[src/rtl/axp_mem_pkg.sv]
// Shared opcode, mask, FSM and bus-payload definitions for the axp memory stage.
package axp_mem_pkg;

   localparam int unsigned DATA_W = 64;
   localparam int unsigned BYTES  = 8;
   localparam int unsigned OP_W   = 6;

   localparam logic [OP_W-1:0] OP_LDBU  = 6'h0A;
   localparam logic [OP_W-1:0] OP_LDQ_U = 6'h0B;
   localparam logic [OP_W-1:0] OP_LDWU  = 6'h0C;
   localparam logic [OP_W-1:0] OP_STW   = 6'h0D;
   localparam logic [OP_W-1:0] OP_STB   = 6'h0E;
   localparam logic [OP_W-1:0] OP_STQ_U = 6'h0F;
   localparam logic [OP_W-1:0] OP_LDL   = 6'h28;
   localparam logic [OP_W-1:0] OP_LDQ   = 6'h29;
   localparam logic [OP_W-1:0] OP_LDL_L = 6'h2A;
   localparam logic [OP_W-1:0] OP_LDQ_L = 6'h2B;
   localparam logic [OP_W-1:0] OP_STL   = 6'h2C;
   localparam logic [OP_W-1:0] OP_STQ   = 6'h2D;
   localparam logic [OP_W-1:0] OP_STL_C = 6'h2E;
   localparam logic [OP_W-1:0] OP_STQ_C = 6'h2F;

   localparam logic [BYTES-1:0] MASK_B = 8'h01;
   localparam logic [BYTES-1:0] MASK_W = 8'h03;
   localparam logic [BYTES-1:0] MASK_L = 8'h0F;
   localparam logic [BYTES-1:0] MASK_Q = 8'hFF;

   typedef enum logic [1:0] {
      ST_IDLE,
      ST_REQ,
      ST_WAIT,
      ST_RESP
   } lsu_state_e;

   typedef struct packed {
      logic store;
      logic unal;
      logic ldl;
      logic stc;
      logic sext;
   } op_dec_t;

   typedef struct packed {
      logic              we;
      logic [DATA_W-1:0] addr;
      logic [BYTES-1:0]  wmask;
      logic [DATA_W-1:0] wdata;
   } mem_req_t;

   function automatic op_dec_t decode_op(input logic [OP_W-1:0] op);
      op_dec_t d;
      d.store = op[2] & (op[5] | op[1] | op[0]);
      d.unal  = (op == OP_LDQ_U) || (op == OP_STQ_U);
      d.ldl   = (op == OP_LDL_L) || (op == OP_LDQ_L);
      d.stc   = (op == OP_STL_C) || (op == OP_STQ_C);
      d.sext  = (op == OP_LDL)   || (op == OP_LDL_L);
      return d;
   endfunction

   function automatic logic align_fault(input logic [BYTES-1:0] mask,
                                        input logic [2:0]       off,
                                        input logic             unal);
      return ((mask == MASK_W) && off[0])
          || ((mask == MASK_L) && (off[1:0] != 2'b00))
          || ((mask == MASK_Q) && !unal && (off != 3'b000));
   endfunction

endpackage

[src/rtl/axp_lsu_if.sv]
// Upstream request, memory bus and writeback signals of the axp load/store stage.
interface axp_lsu_if;
   logic        in_valid;
   logic        in_ready;
   logic [31:0] in_cmd;
   logic [63:0] in_addr;
   logic [7:0]  in_mask;
   logic [63:0] in_data;

   logic        mem_valid;
   logic        mem_ready;
   logic        mem_we;
   logic [63:0] mem_addr;
   logic [7:0]  mem_wmask;
   logic [63:0] mem_wdata;
   logic        mem_rvalid;
   logic [63:0] mem_rdata;

   logic        out_valid;
   logic        out_ready;
   logic        out_wen;
   logic [63:0] out_data;
   logic        out_fault;

   // LSU side
   modport slave (
      input  in_valid, in_cmd, in_addr, in_mask, in_data,
      output in_ready,
      output mem_valid, mem_we, mem_addr, mem_wmask, mem_wdata,
      input  mem_ready, mem_rvalid, mem_rdata,
      output out_valid, out_wen, out_data, out_fault,
      input  out_ready
   );

   // Pipeline / memory / writeback side
   modport master (
      output in_valid, in_cmd, in_addr, in_mask, in_data,
      input  in_ready,
      input  mem_valid, mem_we, mem_addr, mem_wmask, mem_wdata,
      output mem_ready, mem_rvalid, mem_rdata,
      input  out_valid, out_wen, out_data, out_fault,
      output out_ready
   );
endinterface

[src/rtl/axp_lane.sv]
// Byte-lane placement for stores and lane extract / zero-sign extension for loads.
module axp_lane
   import axp_mem_pkg::*;
(
   input  logic [2:0]        st_off_i,
   input  logic [BYTES-1:0]  st_mask_i,
   input  logic [DATA_W-1:0] st_data_i,
   output logic [BYTES-1:0]  st_wmask_c_o,
   output logic [DATA_W-1:0] st_wdata_c_o,
   input  logic [2:0]        ld_off_i,
   input  logic [BYTES-1:0]  ld_mask_i,
   input  logic              ld_sext_i,
   input  logic [DATA_W-1:0] ld_data_i,
   output logic [DATA_W-1:0] ld_res_c_o
);

   logic [DATA_W-1:0] ld_shift;
   logic [DATA_W-1:0] ld_bmask;
   logic [DATA_W-1:0] ld_masked;

   assign st_wmask_c_o = st_mask_i << st_off_i;
   assign st_wdata_c_o = st_data_i << {st_off_i, 3'b000};

   // Bring the addressed bytes down to lane 0, then trim to the access size.
   always_comb begin
      ld_shift = ld_data_i >> {ld_off_i, 3'b000};
      ld_bmask = '0;
      for (int unsigned i = 0; i < BYTES; i++) begin
         ld_bmask[i*8 +: 8] = {8{ld_mask_i[i]}};
      end
      ld_masked = ld_shift & ld_bmask;
   end

   assign ld_res_c_o = ld_sext_i ? {{32{ld_masked[31]}}, ld_masked[31:0]} : ld_masked;

endmodule

[src/rtl/axp_lsu.sv]
// Single-outstanding load/store stage: alignment check, 64-bit bus access, writeback.
// Optional LDx_L/STx_C lock tracking is built when AXP_LOCK_EN is defined.
module axp_lsu
   import axp_mem_pkg::*;
#(
   parameter int unsigned LOCK_SHIFT = 4
) (
   input  logic       clock,
   input  logic       reset,
   axp_lsu_if.slave   bus_if
);

   if (LOCK_SHIFT > 63) begin : g_bad_lock_shift
      $error("LOCK_SHIFT must be below 64");
   end

   lsu_state_e        state_q, state_d;
   logic              in_ready_q, in_ready_d;
   logic              mem_valid_q, mem_valid_d;
   mem_req_t          req_q, req_d;
   logic              out_valid_q, out_valid_d;
   logic              out_wen_q, out_wen_d;
   logic              out_fault_q, out_fault_d;
   logic [DATA_W-1:0] out_data_q, out_data_d;
   logic [2:0]        off_q, off_d;
   logic [BYTES-1:0]  mask_q, mask_d;
   logic              sext_q, sext_d;
   logic              store_q, store_d;
   logic              stc_q, stc_d;

   op_dec_t           dec_c;
   logic [2:0]        in_off_c;
   logic              in_fault_c;
   logic              accept_c;
   logic              stc_ok_c;
   logic [BYTES-1:0]  st_wmask_c;
   logic [DATA_W-1:0] st_wdata_c;
   logic [DATA_W-1:0] ld_res_c;
   logic              unused_cmd_c;

   assign dec_c        = decode_op(bus_if.in_cmd[31:26]);
   assign in_off_c     = dec_c.unal ? 3'b000 : bus_if.in_addr[2:0];
   assign in_fault_c   = align_fault(bus_if.in_mask, in_off_c, dec_c.unal);
   assign accept_c     = (state_q == ST_IDLE) && bus_if.in_valid;
   assign unused_cmd_c = ^bus_if.in_cmd[25:0];

   axp_lane u_lane (
      .st_off_i     (in_off_c),
      .st_mask_i    (bus_if.in_mask),
      .st_data_i    (bus_if.in_data),
      .st_wmask_c_o (st_wmask_c),
      .st_wdata_c_o (st_wdata_c),
      .ld_off_i     (off_q),
      .ld_mask_i    (mask_q),
      .ld_sext_i    (sext_q),
      .ld_data_i    (bus_if.mem_rdata),
      .ld_res_c_o   (ld_res_c)
   );

`ifdef AXP_LOCK_EN
   localparam int unsigned TAG_W = DATA_W - LOCK_SHIFT;

   logic             lock_q, lock_d;
   logic [TAG_W-1:0] tag_q, tag_d;
   logic             gran_hit_c;

   assign gran_hit_c = (tag_q == bus_if.in_addr[DATA_W-1:LOCK_SHIFT]);
   assign stc_ok_c   = lock_q && gran_hit_c;

   // Lock flag/tag update on request acceptance.
   always_comb begin
      lock_d = lock_q;
      tag_d  = tag_q;
      if (accept_c && !in_fault_c) begin
         if (dec_c.ldl) begin
            lock_d = 1'b1;
            tag_d  = bus_if.in_addr[DATA_W-1:LOCK_SHIFT];
         end else if (dec_c.store && gran_hit_c) begin
            lock_d = 1'b0;
         end
      end
      if (accept_c && dec_c.stc) begin
         lock_d = 1'b0;
      end
   end

   always_ff @(posedge clock) begin
      if (reset) begin
         lock_q <= 1'b0;
         tag_q  <= '0;
      end else begin
         lock_q <= lock_d;
         tag_q  <= tag_d;
      end
   end
`else
   logic unused_ldl_c;

   assign stc_ok_c     = 1'b1;
   assign unused_ldl_c = dec_c.ldl;
`endif

   // Next state and registered outputs; every output is a function of the next state.
   always_comb begin
      state_d     = state_q;
      in_ready_d  = in_ready_q;
      mem_valid_d = mem_valid_q;
      req_d       = req_q;
      out_valid_d = out_valid_q;
      out_wen_d   = out_wen_q;
      out_fault_d = out_fault_q;
      out_data_d  = out_data_q;
      off_d       = off_q;
      mask_d      = mask_q;
      sext_d      = sext_q;
      store_d     = store_q;
      stc_d       = stc_q;

      case (state_q)
         ST_IDLE: begin
            if (bus_if.in_valid) begin
               in_ready_d  = 1'b0;
               off_d       = in_off_c;
               mask_d      = bus_if.in_mask;
               sext_d      = dec_c.sext;
               store_d     = dec_c.store;
               stc_d       = dec_c.stc;
               req_d.we    = dec_c.store;
               req_d.addr  = {bus_if.in_addr[DATA_W-1:3], 3'b000};
               req_d.wmask = dec_c.store ? st_wmask_c : '0;
               req_d.wdata = dec_c.store ? st_wdata_c : '0;
               if (in_fault_c) begin
                  state_d     = ST_RESP;
                  out_valid_d = 1'b1;
                  out_fault_d = 1'b1;
                  out_wen_d   = 1'b0;
                  out_data_d  = '0;
               end else if (dec_c.stc && !stc_ok_c) begin
                  // Failed store-conditional never touches the bus.
                  state_d     = ST_RESP;
                  out_valid_d = 1'b1;
                  out_fault_d = 1'b0;
                  out_wen_d   = 1'b1;
                  out_data_d  = '0;
               end else begin
                  state_d     = ST_REQ;
                  mem_valid_d = 1'b1;
               end
            end
         end
         ST_REQ: begin
            if (bus_if.mem_ready) begin
               state_d     = ST_WAIT;
               mem_valid_d = 1'b0;
            end
         end
         ST_WAIT: begin
            if (bus_if.mem_rvalid) begin
               state_d     = ST_RESP;
               out_valid_d = 1'b1;
               out_fault_d = 1'b0;
               if (store_q) begin
                  out_wen_d  = stc_q;
                  out_data_d = DATA_W'(stc_q);
               end else begin
                  out_wen_d  = 1'b1;
                  out_data_d = ld_res_c;
               end
            end
         end
         ST_RESP: begin
            if (bus_if.out_ready) begin
               state_d     = ST_IDLE;
               in_ready_d  = 1'b1;
               out_valid_d = 1'b0;
               out_wen_d   = 1'b0;
               out_fault_d = 1'b0;
               out_data_d  = '0;
            end
         end
         default: begin
            state_d     = ST_IDLE;
            in_ready_d  = 1'b1;
            mem_valid_d = 1'b0;
            out_valid_d = 1'b0;
         end
      endcase
   end

   always_ff @(posedge clock) begin
      if (reset) begin
         state_q     <= ST_IDLE;
         in_ready_q  <= 1'b1;
         mem_valid_q <= 1'b0;
         req_q       <= '0;
         out_valid_q <= 1'b0;
         out_wen_q   <= 1'b0;
         out_fault_q <= 1'b0;
         out_data_q  <= '0;
         off_q       <= '0;
         mask_q      <= '0;
         sext_q      <= 1'b0;
         store_q     <= 1'b0;
         stc_q       <= 1'b0;
      end else begin
         state_q     <= state_d;
         in_ready_q  <= in_ready_d;
         mem_valid_q <= mem_valid_d;
         req_q       <= req_d;
         out_valid_q <= out_valid_d;
         out_wen_q   <= out_wen_d;
         out_fault_q <= out_fault_d;
         out_data_q  <= out_data_d;
         off_q       <= off_d;
         mask_q      <= mask_d;
         sext_q      <= sext_d;
         store_q     <= store_d;
         stc_q       <= stc_d;
      end
   end

   assign bus_if.in_ready  = in_ready_q;
   assign bus_if.mem_valid = mem_valid_q;
   assign bus_if.mem_we    = req_q.we;
   assign bus_if.mem_addr  = req_q.addr;
   assign bus_if.mem_wmask = req_q.wmask;
   assign bus_if.mem_wdata = req_q.wdata;
   assign bus_if.out_valid = out_valid_q;
   assign bus_if.out_wen   = out_wen_q;
   assign bus_if.out_fault = out_fault_q;
   assign bus_if.out_data  = out_data_q;

endmodule

[src/flat_wrapper.sv]
// flat-port wrapper written by rule: the top's interface ports become plain ports
module axp_lsu_flat import axp_mem_pkg::*;
#(
   parameter int unsigned LOCK_SHIFT = 4
)
  (clock, reset, bus_if_in_valid, bus_if_in_cmd, bus_if_in_addr, bus_if_in_mask, bus_if_in_data, bus_if_in_ready, bus_if_mem_valid, bus_if_mem_we, bus_if_mem_addr, bus_if_mem_wmask, bus_if_mem_wdata, bus_if_mem_ready, bus_if_mem_rvalid, bus_if_mem_rdata, bus_if_out_valid, bus_if_out_wen, bus_if_out_data, bus_if_out_fault, bus_if_out_ready);
  axp_lsu_if bus_if_i ();
  input  logic clock;
  input  logic reset;
  input wire logic [$bits(bus_if_i.in_valid)-1:0] bus_if_in_valid;
  input wire logic [$bits(bus_if_i.in_cmd)-1:0] bus_if_in_cmd;
  input wire logic [$bits(bus_if_i.in_addr)-1:0] bus_if_in_addr;
  input wire logic [$bits(bus_if_i.in_mask)-1:0] bus_if_in_mask;
  input wire logic [$bits(bus_if_i.in_data)-1:0] bus_if_in_data;
  output wire logic [$bits(bus_if_i.in_ready)-1:0] bus_if_in_ready;
  output wire logic [$bits(bus_if_i.mem_valid)-1:0] bus_if_mem_valid;
  output wire logic [$bits(bus_if_i.mem_we)-1:0] bus_if_mem_we;
  output wire logic [$bits(bus_if_i.mem_addr)-1:0] bus_if_mem_addr;
  output wire logic [$bits(bus_if_i.mem_wmask)-1:0] bus_if_mem_wmask;
  output wire logic [$bits(bus_if_i.mem_wdata)-1:0] bus_if_mem_wdata;
  input wire logic [$bits(bus_if_i.mem_ready)-1:0] bus_if_mem_ready;
  input wire logic [$bits(bus_if_i.mem_rvalid)-1:0] bus_if_mem_rvalid;
  input wire logic [$bits(bus_if_i.mem_rdata)-1:0] bus_if_mem_rdata;
  output wire logic [$bits(bus_if_i.out_valid)-1:0] bus_if_out_valid;
  output wire logic [$bits(bus_if_i.out_wen)-1:0] bus_if_out_wen;
  output wire logic [$bits(bus_if_i.out_data)-1:0] bus_if_out_data;
  output wire logic [$bits(bus_if_i.out_fault)-1:0] bus_if_out_fault;
  input wire logic [$bits(bus_if_i.out_ready)-1:0] bus_if_out_ready;
  assign bus_if_i.in_valid = bus_if_in_valid;
  assign bus_if_i.in_cmd = bus_if_in_cmd;
  assign bus_if_i.in_addr = bus_if_in_addr;
  assign bus_if_i.in_mask = bus_if_in_mask;
  assign bus_if_i.in_data = bus_if_in_data;
  assign bus_if_in_ready = bus_if_i.in_ready;
  assign bus_if_mem_valid = bus_if_i.mem_valid;
  assign bus_if_mem_we = bus_if_i.mem_we;
  assign bus_if_mem_addr = bus_if_i.mem_addr;
  assign bus_if_mem_wmask = bus_if_i.mem_wmask;
  assign bus_if_mem_wdata = bus_if_i.mem_wdata;
  assign bus_if_i.mem_ready = bus_if_mem_ready;
  assign bus_if_i.mem_rvalid = bus_if_mem_rvalid;
  assign bus_if_i.mem_rdata = bus_if_mem_rdata;
  assign bus_if_out_valid = bus_if_i.out_valid;
  assign bus_if_out_wen = bus_if_i.out_wen;
  assign bus_if_out_data = bus_if_i.out_data;
  assign bus_if_out_fault = bus_if_i.out_fault;
  assign bus_if_i.out_ready = bus_if_out_ready;
  axp_lsu #(.LOCK_SHIFT(LOCK_SHIFT)) u_core (.clock(clock), .reset(reset), .bus_if(bus_if_i));
endmodule
[config.mk]
export PLATFORM = sky130hd
export DESIGN_NAME = axp_lsu_flat
export DESIGN_NICKNAME = d
export VERILOG_FILES = /design/src/rtl/axp_mem_pkg.sv /design/src/rtl/axp_lsu_if.sv /design/src/rtl/axp_lane.sv /design/src/rtl/axp_lsu.sv /design/src/flat_wrapper.sv
export SDC_FILE = /design/constraint.sdc
export NUM_CORES = 1
export LEC_CHECK = 0
export ABC_AREA = 1
export CAP_MARGIN = 0
export CORE_MARGIN = 2
export CORE_UTILIZATION = 40
export DETAILED_ROUTE_END_ITERATION = 12
export PLACE_DENSITY = 0.73
export SETUP_SLACK_MARGIN = 0.15
export SLEW_MARGIN = 20
export SYNTH_ARGS = -nofsm -noshare
export SYNTH_HDL_FRONTEND = slang
export SYNTH_SLANG_ARGS = --single-unit
[constraint.sdc]
create_clock -name clock -period 2.17 [get_ports clock]
set_input_delay 0.3255 -clock clock [delete_from_list [all_inputs] [get_ports clock]]
set_output_delay 0.3255 -clock clock [all_outputs]
set_load 0.02 [all_outputs]
==> reports/qor.csv <==
stage;metric;value;unit
detailed_routing;wl_per_cell;17.6;um
sta;final-max-slew-violation-count;0;
detailed_routing;drcViolationCount;0;
logic_synthesis;ys_async_sr_fraction;0;%
hold_path;worstHoldStart;reset;
pwr;p_per_area;1110;nW/um2
die;core.rowCount;63;
logic_synthesis;yosysWarningCount;0;
pwr;p_int;12000;uW
clock_tree;cts_tree;built;
logic_synthesis;syn_area_per_cell;6.22;um2
detailed_routing;drt_iter0_markers;1046;
pwr;pwr-share-comb;50.4;%
global_routing;grt_overflow;0;
sta;min_period;1960;ps
logic_synthesis;synth_edf_count;0;
sta;clock_skew;7.88;ps
critical_path;crit_path_end_kind;register;
logic_synthesis;ys_types;35;
hold_path;hp-class;input pin to register;
logic_synthesis;syn_inst;1954;
placed_design;dp_hpwl;36900;um
logic_synthesis;ys_dominant_reg_cell;dfxtp_1;
placed_design;gp_congestion;0.953;
clock_tree;cts_max_level;1;
detailed_routing;finalWirelength;48900;um
logic_synthesis;yosysSeqAreaShare;35.9;%
sta;period_share;90.3;%
die;die_area;31800;um2
critical_path;crit_type;register to register;
sta;worstMarginPinSlew;782;ps
detailed_routing;via_count;14357;
sta;grt_setup_unrepaired;true;
finish;layout.nets;2618;
critical_path;arrival;2440;ps
detailed_routing;vias_per_cell;5.16;
global_routing;grt_pass1_wl;73300;um
clock_tree;clk_pin_slew_worst_paths;60;ps
global_routing;grt.total_usage;29.3;%
finish;area_growth;50.1;%
placed_design;io_buffers;414;
pwr;swShare;40.8;%
pwr;p_seq_share;28.8;%
finish;n_fill_cell;2754;
pwr;clock_power_share;20.8;%
global_routing;antenna_found_initial;8;
global_routing;grt_max_degree;88;
pwr;p_switching;8290;uW
die;io_pins;444;
sta;relSlewSlack;47.8;%
clock_tree;clk_path_buf_depth;3;
die;initial_core_util;40.8;%
die;core_region_area;29800;um2
run_status;status;completed;
pwr;total_power;20300;uW
clock_tree;clk_latency;540;ps
clock_tree;cts_inserted_buffers;26;
logic_synthesis;synth_seq_cells;218;
placed_design;pre_cts_ws;-298;ps
critical_path;critPathLaunch;u_core.state_q[0]$_SDFFE_PP0P_;
sta;hold_slack;291;ps
sta;worst_slack;211;ps
pwr;ir_worst_vdd;0.000663;V
die;dieWidth;178;um
sta;max_freq;0.510;GHz
finish;drive_gt1_share;8.61;%
critical_path;r2r_start;u_core.state_q[0]$_SDFFE_PP0P_;
pwr;p_leak;0.00773;uW
logic_synthesis;syn-cell-area;12200;um2
clock_tree;hold_buffers;0;
critical_path;required;2650;ps
detailed_routing;drtPass1Iterations;5;
detailed_routing;antenna_left;0;
sta;setup_violations;0;
sta;timing.final.hold_violations;0;
die;die_h;178;um
critical_path;critPathMaxFanout;8;
job;drv_cap;0;
global_routing;grt_pass1_vias;13543;
clock_tree;cts-root-buf;clkbuf_16;
critical_path;cp-start-kind;register;
clock_tree;clock-sinks;218;
## flip-flops by register name, indices dropped and copies added, names as in the netlist
name	cells
u_core.bus_if.out_data	64
u_core.bus_if.mem_valid	1
u_core.off_q	3
u_core.stc_q	1
u_core.mask_q	8
u_core.bus_if.out_wen	1
u_core.sext_q	1
u_core.bus_if.mem_addr	61
u_core.bus_if.mem_wdata	64
u_core.bus_if.out_valid	1
u_core.bus_if.in_ready	1
u_core.bus_if.out_fault	1
u_core.state_q	2
u_core.bus_if.mem_wmask	8
u_core.bus_if.mem_we	1
## power groups by stage
stage | registers, uW | logic [uW] | clock network (uW)
finish | 5850 | 10200 | 4230
global placement | 5870 | 9800 | 0
detailed placement | 5920 | 9940 | 0
floorplan | 7080 | 4400 | 0
global route | 6000 | 11100 | 4470
CTS | 5840 | 10000 | 4310
## worst max-delay path, cell delays in order, from the launching register on
cell,delay (ps)
dfxtp_4,360
ha_1,220
inv_2,70
or2_2,110
o21ai_0,80
nor2_1,140
nand2_1,120
a21oi_4,210
buf_12,200
buf_4,130
buf_4,110
nor2_1,40
nor2_1,90
## through the flow
stage	TNS (ps)	utilization [%]	area, um2	cells
floorplan	0	-	12200	1956
global placement	-6610	58.0	17300	2728
detailed placement	-10910	58.0	17300	2728
CTS	0	60.8	18100	2775
global route	0	61.2	18200	2782
finish	0	61.2	18200	2784
## cells in the mapped netlist, types with 2 or more instances
library cell	count	area, um2
mux2i_1	11	110
clkbuf_1	79	297
nand2_2	3	18.8
o31ai_1	2	15.0
clkinv_1	2	7.51
ha_1	5	62.6
o21ai_1	6	30.0
a21oi_1	72	360
a31oi_1	3	18.8
nand3_2	2	20.0
nand3_1	171	856
nand4_1	2	12.5
o21ai_0	202	1010
a22oi_1	18	135
a21boi_0	2	15.0
nand2_1	516	1940
inv_1	121	454
nor2_1	359	1350
buf_2	42	210
or2_2	18	113
o211ai_1	64	480
dfxtp_1	218	4360
inv_2	4	15.0
buf_1	3	11.3
buf_4	12	90.1
buf_6	8	90.1
## layout make-up
type / count / area, um2 / area share, %
Sequential cell: 218 / 4370 / 24.0
Clock inverter: 10 / 95.1 / 0.521
Tap cell: 390 / 488 / 2.67
Inverter: 127 / 479 / 2.63
Multi-Input combinational cell: 1467 / 6660 / 36.5
Timing Repair Buffer: 535 / 5440 / 29.8
Antenna cell: 2 / 5.00 / 0.0274
Clock buffer: 35 / 714 / 3.92
## cells by family (layout without fill, tap and decap cells)
logic type / count (synthesis) / after routing / synth area share [%]
AOI/OAI and AO/OA: 373 / 373 / 17.3
muxes: 11 / 11 / 0.906
other: 1 / 5 / 0.0308
adders and majority gates: 5 / 5 / 0.515
DFF: 218 / 218 / 35.9
and+or+nand+nor: 1075 / 1075 / 35.7
buffers and inverters: 271 / 707 / 9.66
## what timing repair did
item                       in CTS  in global routing
gates cloned                    0                  2
setup endpoints to repair      33                158
setup buffers                   2                  5
gates resized for setup         1                 17
pin swaps                       1                  3
## final timing paths
check                                                  to  slack (ps)  cells past startpoint
setup / recovery  u_core.bus_if.out_data[47]$_SDFFE_PP0P_         210                     12
hold / removal    u_core.bus_if.out_data[47]$_SDFFE_PP0P_         290                      5
setup reg to reg  u_core.bus_if.out_data[47]$_SDFFE_PP0P_         210                     12
hold reg to reg   u_core.bus_if.mem_wmask[2]$_SDFFE_PP0P_         460                      2
## routing by layer
| layer | global-route usage, % | up-vias | part of all wire [%] |
|---|---|---|---|
| met2 | 51.8 | 565 | 49 |
| met1 | 34.0 | 6519 | 39 |
| met3 | 7.50 | 109 | 8.2 |
| met4 | 10.6 | 8 | 3.5 |
| met5 | 0 | - | 0.11 |
| li1 | - | 7156 | - |
## cell usage in the layout (no fill, tap or decap), types with 3 or more instances in the layout
| cell type | n |
|---|---|
| nand2_1 | 515 |
| clkdlybuf4s50_1 | 413 |
| nor2_1 | 358 |
| dfxtp_1 | 215 |
| o21ai_0 | 200 |
| nand3_1 | 171 |
| inv_1 | 115 |
| buf_4 | 89 |
| a21oi_1 | 72 |
| o211ai_1 | 64 |
| clkbuf_16 | 28 |
| buf_12 | 27 |
| or2_2 | 18 |
| a22oi_1 | 18 |
| mux2i_1 | 11 |
| inv_2 | 10 |
| o21ai_1 | 8 |
| clkbuf_1 | 6 |
| clkinv_2 | 5 |
| a31oi_1 | 3 |
| ha_1 | 3 |
| conb_1 | 3 |
| clkbuf_8 | 3 |
(Power assumes the default switching activity.)
